===== config.mk =====
export PLATFORM = sky130hd
export DESIGN_NAME = uart_rx_ctrl
export DESIGN_NICKNAME = d
export VERILOG_FILES = /design/src/rtl/uart_rx_ctrl.sv
export SDC_FILE = /design/constraint.sdc
export NUM_CORES = 1
export LEC_CHECK = 0
export BUFFER_PORTS_ARGS = -buffer_cell sky130_fd_sc_hd__buf_2
export CORE_MARGIN = 4
export CORE_UTILIZATION = 40
export DETAILED_ROUTE_END_ITERATION = 8
export SYNTH_ARGS = -nofsm -noshare
export SYNTH_HDL_FRONTEND = slang
export SYNTH_SLANG_ARGS = --single-unit

===== constraint.sdc =====
create_clock -name clk -period 6.5 [get_ports clk]
set_input_delay 0.65 -clock clk [delete_from_list [all_inputs] [get_ports clk]]
set_output_delay 0.65 -clock clk [all_outputs]
set_load 0.03 [all_outputs]

===== src/rtl/uart_rx_ctrl.sv =====
// uart_rx_ctrl: 16x tick generator, idle-gated configuration update and a
// receive FIFO with saturating error/overrun counters for the uart_rx core.
`timescale 1ns/1ps
module uart_rx_ctrl #(
    parameter int DATA_BITS  = 8,
    parameter int FIFO_DEPTH = 8,
    parameter int DIV_WIDTH  = 16,
    parameter int CNT_WIDTH  = 8,
    parameter int RESET_DIV  = 27,
    parameter int IDLE_TICKS = (DATA_BITS + 3) * 16
) (
    input  logic                          clk,
    input  logic                          reset,
    input  logic                          cfg_write,
    input  logic [DIV_WIDTH-1:0]          cfg_divisor,
    input  logic                          cfg_parity_en,
    output logic                          cfg_pending,
    output logic                          cfg_applied,
    input  logic                          rx_pin,
    output logic                          tick_16x,
    output logic                          parity_enable,
    input  logic [DATA_BITS-1:0]          rx_data,
    input  logic                          rx_data_ready,
    input  logic                          rx_parity_err,
    input  logic                          rx_frame_err,
    output logic                          m_valid,
    input  logic                          m_ready,
    output logic [DATA_BITS-1:0]          m_data,
    output logic                          m_parity_err,
    output logic                          m_frame_err,
    output logic [$clog2(FIFO_DEPTH):0]   fifo_level,
    input  logic                          flush,
    input  logic                          cnt_clear,
    output logic [CNT_WIDTH-1:0]          parity_err_cnt,
    output logic [CNT_WIDTH-1:0]          frame_err_cnt,
    output logic [CNT_WIDTH-1:0]          overrun_cnt
);

    localparam int PTR_W  = $clog2(FIFO_DEPTH);
    localparam int IDLE_W = $clog2(IDLE_TICKS + 1);
    localparam logic [PTR_W:0]     FULL_LVL  = (PTR_W + 1)'(FIFO_DEPTH);
    localparam logic [IDLE_W-1:0]  IDLE_DONE = IDLE_W'(IDLE_TICKS);
    localparam logic [DIV_WIDTH-1:0] DIV_ONE = DIV_WIDTH'(1);

    typedef enum logic {RUN, PENDING} cfg_state_t;

    typedef struct packed {
        logic [DATA_BITS-1:0] data;
        logic                 parity_err;
        logic                 frame_err;
    } entry_t;

    cfg_state_t            state;
    logic [DIV_WIDTH-1:0]  div_q;
    logic [DIV_WIDTH-1:0]  pend_div;
    logic                  pend_parity;
    logic [DIV_WIDTH-1:0]  tick_cnt;
    logic [IDLE_W-1:0]     idle_cnt;
    logic                  apply;

    // Divisors of 0 and 1 both mean "tick every clock".
    assign tick_16x    = (div_q <= DIV_ONE) || (tick_cnt == div_q - DIV_ONE);
    assign apply       = (state == PENDING) && !cfg_write && (idle_cnt == IDLE_DONE);
    assign cfg_pending = (state == PENDING);

    // NOTE: sequential state is written with <= only, so every register sees
    // the pre-edge values of the others regardless of statement order.
    always_ff @(posedge clk) begin
        if (reset) begin
            state         <= RUN;
            div_q         <= DIV_WIDTH'(RESET_DIV);
            parity_enable <= 1'b0;
            pend_div      <= '0;
            pend_parity   <= 1'b0;
            idle_cnt      <= '0;
            tick_cnt      <= '0;
            cfg_applied   <= 1'b0;
        end else begin
            cfg_applied <= 1'b0;

            if (apply || tick_16x)
                tick_cnt <= '0;
            else
                tick_cnt <= tick_cnt + DIV_ONE;

            if (cfg_write) begin
                pend_div    <= cfg_divisor;
                pend_parity <= cfg_parity_en;
                idle_cnt    <= '0;
                state       <= PENDING;
            end else if (apply) begin
                div_q         <= pend_div;
                parity_enable <= pend_parity;
                cfg_applied   <= 1'b1;
                state         <= RUN;
            end else if ((state == PENDING) && tick_16x) begin
                if (!rx_pin)
                    idle_cnt <= '0;
                else if (idle_cnt != IDLE_DONE)
                    idle_cnt <= idle_cnt + IDLE_W'(1);
            end
        end
    end

    logic [PTR_W:0] wr_ptr;
    logic [PTR_W:0] rd_ptr;
    entry_t         mem [FIFO_DEPTH];
    entry_t         head;
    logic           full;
    logic           pop;
    logic           push;
    logic           overrun;

    assign fifo_level = wr_ptr - rd_ptr;
    assign m_valid    = (wr_ptr != rd_ptr);
    assign full       = (fifo_level == FULL_LVL);
    assign pop        = m_valid && m_ready;
    // A full FIFO still accepts a byte when the head leaves in the same cycle.
    assign push       = rx_data_ready && !flush && (!full || pop);
    assign overrun    = rx_data_ready && !flush && full && !pop;

    assign head         = mem[rd_ptr[PTR_W-1:0]];
    assign m_data       = head.data;
    assign m_parity_err = head.parity_err;
    assign m_frame_err  = head.frame_err;

    always_ff @(posedge clk) begin
        if (reset || flush) begin
            wr_ptr <= '0;
            rd_ptr <= '0;
        end else begin
            if (push)
                wr_ptr <= wr_ptr + (PTR_W + 1)'(1);
            if (pop)
                rd_ptr <= rd_ptr + (PTR_W + 1)'(1);
        end
    end

    // NOTE: the storage array has no reset; its contents are only observed
    // once the pointers say an entry was written.
    always_ff @(posedge clk) begin
        if (push)
            mem[wr_ptr[PTR_W-1:0]] <= '{data: rx_data, parity_err: rx_parity_err,
                                        frame_err: rx_frame_err};
    end

    function automatic logic [CNT_WIDTH-1:0] sat_inc(input logic [CNT_WIDTH-1:0] v);
        return (&v) ? v : v + CNT_WIDTH'(1);
    endfunction

    always_ff @(posedge clk) begin
        if (reset || cnt_clear) begin
            parity_err_cnt <= '0;
            frame_err_cnt  <= '0;
            overrun_cnt    <= '0;
        end else begin
            if (push && rx_parity_err)
                parity_err_cnt <= sat_inc(parity_err_cnt);
            if (push && rx_frame_err)
                frame_err_cnt <= sat_inc(frame_err_cnt);
            if (overrun)
                overrun_cnt <= sat_inc(overrun_cnt);
        end
    end

endmodule

Word-level counts from Yosys, hierarchy flattened

Memories as Yosys holds them, arrays and structs flattened. A register that Yosys moved wholly into a read port is not among the register bits.
Index checks and enable logic that the tools add are counted.

Add/sub/neg operators: 9
$lt $le $gt $ge: 1
Equality and inequality tests: 6
Mux-type cells: 9
Bitwise gates (word level): 5
Reductions and logical operators: 30

Operator list:

| operator                | number |
|---|---|
| $add A8 B1 Y8 const B   | 4 |
| $reduce_and A8 Y1       | 3 |
| $add A16 B1 Y16 const B | 1 |
| $eq A16 B16 Y1          | 1 |
| $le A16 B1 Y1 const B   | 1 |
| $mux W8                 | 2 |
| $sub A16 B1 Y16 const B | 1 |
| $logic_and A1 B1 Y1     | 10 |
| $add A4 B1 Y4 const B   | 2 |
| $eq A8 B8 Y1 const B    | 1 |
| $ne A8 B8 Y1 const B    | 1 |
| $reduce_and A2 Y1       | 4 |
| $mux W3                 | 2 |
| $logic_or A1 B1 Y1      | 5 |
| $mux W1                 | 5 |
| $not A1 Y1              | 5 |
| $eq A4 B4 Y1 const B    | 1 |
| $logic_not A1 Y1        | 4 |
| $ne A4 B4 Y1            | 1 |
| $reduce_or A2 Y1        | 2 |
| $sub A4 B4 Y4           | 1 |
| $reduce_and A3 Y1       | 1 |
| $ne A2 B1 Y1 const B    | 1 |
| $reduce_bool A2 Y1      | 1 |

Bits in registers: 92
RAM bits: 80
Output and inout bits: 43
Word-level logic and storage cells: 74
Memories: 1

Memories:

| name | depth | bits a word | rd ports | clocked after memory_dff | write ports | line | text |
|---|---|---|---|---|---|---|---|
| mem  | 8     | 10          | 1        | 1                        | 1           | 107  | `entry_t mem [FIFO_DEPTH];` |

Longest topological paths before layout

Depth in word-level cells: 7
Mapped depth: 12

Least setup slack after synthesis

OpenSTA, ideal clock, no wires.

Path type: register to output
Start point: reg div_q[0]
End point: out tick_16x
Arrival time: 2.474 ns
Data required time: 5.850 ns
Slack: 3.376 ns
Stages on the path, launching flop included: 9
Cell sequence: dfxtp_1 -> inv_1 -> ha_1 -> nor3b_1 -> a31oi_1 -> or2_2 -> a211o_2 -> a2111oi_2 -> or2_2

Word-level cells in the longest chain between the ends: 3
Elaborated cells on any way between the ends: 4

Ends and longest elaborated chain:

| what                     | line | text |
|---|---|---|
| start: declaration       | 54   | `logic [DIV_WIDTH-1:0] div_q;` |
| start signal: assignment | 71   | `div_q <= DIV_WIDTH'(RESET_DIV);` |
| start signal: assignment | 92   | `div_q <= pend_div;` |
| $sub A16 B1 Y16          | 62   | `assign tick_16x = (div_q <= DIV_ONE) \|\| (tick_cnt == div_q - DIV_ONE);` |
| $eq A16 B16 Y1           | 62   |  |
| $logic_or A1 B1 Y1 (*)   | 62   |  |
| end: declaration         | 20   | `output logic tick_16x,` |

Every way passes the cells marked *; elsewhere a longest branch is shown, timed or not.

Worst setup path in the final report

Same ends and word-level chain as after synthesis.

==> impl_results.md <==
- Max-cap violations: 0
- Grt ovf: 0
- Synth top area cells: edfxtp_1 (32%), dfxtp_1 (25%), mux4_2 (5.9%)
- H-tree Lvls: 4
- Unique masters post-synth: 57
- Clock-pin transition on the worst setup and hold timing paths: 70 ps
- Setup TNS Final: 0 ps
- Startpoint type of the worst setup path: flip-flop
- Reg2reg end: overrun_cnt[5]
- DRT Pass-1 Iters: 4
- Placed Instance Area: 0.00824 mm²
- Worst path max stage delay: between 500 and 600 ps
- Largest area contributor in the netlist: edfxtp_1
- RSZ-0062 raised after global routing: false
- Die area: about 0.021 mm²
- Final hold vios: 0
- DR iter-0 viols: ~270
- FF+latch count, synth: approximately 180
- Starting Density: between 40 and 50%
- Crit Path Max Fanout: 6
- RR Startpoint: wr_ptr[0]
- Final period util: between 60% and 70%
- Synthesized area: around 0.0076 mm²
- Clk buf depth: 2
- Layout net count: a little under 800
- Num ports: 78
- ANT nets after route: 0
- Crit-path cells: inv_1 > ha_1 > nor3b_1 > a31oi_1 > or2_2 > a211o_2 > a2111oi_2 > or2_2 > buf_2
- Core area: approximately 0.019 mm²
- Routed vias/inst: around 5.2
- Antenna cells: 0
- CP startpoint: div_q[0]
- Dominant synthesized flop cell: dfxtp_1
- Fmax: about 250 MHz
- Syn Nets: between 700 and 800
- Max VDD drop: between 0.15 and 0.2 mV
- Fillers: 1653
- Leak: ~0.0032 µW
- # Post-CTS Setup Buffers: 0
- Avg Cell Area, Syn: about 12 µm²
- CTS Buf Count: 17
- Worst Max-Slew Pin Slew: 1030 ps
- Vias in the first global route: 5118
- Clock Skew: 9.28 ps
- DR vias: just over 5000
- Rel. slew slack: 31.2%
- WP data required: 5850 ps
- IO Port Bufs: 77
- First-pass GRT wire length: about 26 mm
- R2r setup slk: 2830 ps
- Largest net degree at the start of global routing: 41
- Global-route usage over all layers: ~15%
- GP Congestion: roughly 0.87
- Synth Instances: 654
- Crit path time final: between 4000 and 5000 ps
- Site Rows: 50
- TritonCTS clock tree: built
- Type of the tightest min-delay check: in -> reg
- Synth top area share: a little under a third
- Crit end category: output port
- P&R area growth vs syn: 16.3%
- Critical path depth in cells: 9
- Sink Count: ~180
- Clk Latency, worst-skew pair: 420 ps
- Final instance area: 0.00882 mm²
- Initial antenna violation count: 0
- Synth cell count leaders: dfxtp_1 (95), edfxtp_1 (80), nor2_1 (78), nand2_1 (56), xor2_1 (30)
- Worst Reg-to-Reg Cells: 9
- DRC: 0
- Die height: ~150 µm
- CP arrival: approximately 3400 ps
- Hold Buf Count CTS: 0
- CP top delay family: simple AND/OR/NAND/NOR gates
- CP max stage cell: nor3b_1
- Cell with the most instances after synthesis: dfxtp_1
- Final setup vio count: 0
- Post-synth ARST share: 0%
- EDFF count, synth: 80
- CP bufs+invs: 2
- CTS Root Cell: clkbuf_16
- Detailed Place HPWL: around 11 mm
- Register area share after synthesis: approximately 57%
- Kind of critical path: reg -> out
- WL/cell: approximately 16 µm
- Final WL: 15.6 mm
- Layout cells sized above 1: 22.0%
- Max-slew violation count: 0
- Critical Path End: tick_16x
- Crit path top cell by count: or2_2
- Outcome: finished, final reports clean
- Die width: approximately 150 µm
- Post-CTS Resized: 0
- Pwr/cell area: 255 mW/mm²
- Synth warnings: 0
area by class of cell:
type                    count  area [µm²]  area share, %
clock inverters            12        97.6           1.11
inverters                  18        67.6          0.766
flip-flops and latches    175        4300           48.8
multi-input cells         436        3130           35.5
clock buffers              20         479           5.43
repair buffers             85         445           5.05
well taps                 234         293           3.32
tightest hold or removal path, stage by stage:
cell and delay, ps:
buf_2 70, mux2i_1 50, nor2_1 70
cell families after synthesis:
family / share of synthesized area [%]
XOR/XNOR: 6.70
buffers and inverters: 2.44
AND/OR/NAND/NOR: 15.8
AO/OA/AOI/OAI: 5.87
multiplexers: 10.1
flip-flops: 56.7
adder cells (fa/ha/maj): 2.41
sequential cells by signal, indices dropped and copies added (netlist names), named ones only:
register        cells
overrun_cnt         8
mem                80
rd_ptr              4
parity_err_cnt      8
cfg_pending         1
wr_ptr              4
idle_cnt            8
pend_div           16
parity_enable       1
div_q              16
tick_cnt           16
pend_parity         1
frame_err_cnt       8
cfg_applied         1
worst min-delay path by stage:
stage               startpoint            end  slack [ps]  cells past startpoint
6_report       cfg_divisor[12]   pend_div[12]         460                      3
5_1_grt        cfg_divisor[12]   pend_div[12]         440                      3
4_1_cts        cfg_divisor[12]   pend_div[12]         440                      3
3_5_place_dp      pend_div[15]      div_q[15]         450                      2
3_3_place_gp       pend_parity  parity_enable         450                      2
2_1_floorplan      pend_div[0]       div_q[0]         430                      1
layout by cell type (no fill, tap or decap), types with 21 or more instances in the layout:
cell type / synthesis / routed
xor2_1: 30 / 30
xnor2_1: 28 / 28
o21ai_0: 21 / 21
nor2_1: 78 / 78
a21oi_1: 28 / 28
dfxtp_1: 95 / 95
edfxtp_1: 80 / 80
buf_2: 1 / 77
nand3_1: 22 / 22
nand2_1: 56 / 56
layer usage:
metal | track usage [%] | vias to the layer above | routed length, µm
met2 | 24.6 | 136 | 7420
met5 | 0 | - | 0
li1 | - | 2520 | -
met1 | 19.4 | 2468 | 7240
met3 | 4.27 | 15 | 785
met4 | 4.04 | 0 | 170
power by group:
group	leakage (µW)	internal, µW	switching [µW]	total [µW]
Combinational	0.00140	34.7	54.1	88.8
Sequential	0.00149	1160	8.71	1170
Clock	0.000287	544	441	985
Total	0.00318	1740	504	2240
stage by stage:
step | total power [µW] | worst slack, ps | hold WS (ps) | instances | util [%]
floorplan | 1250 | 3380 | 435 | 654 | -
global placement | 1280 | 2960 | 446 | 948 | 44.1
detailed placement | 1280 | 2880 | 451 | 948 | 44.1
CTS | 2270 | 2410 | 438 | 980 | 47.1
global route | 2330 | 2120 | 437 | 980 | 47.1
finish | 2240 | 2430 | 458 | 980 | 47.1
Power figures use the tool's default switching activity.
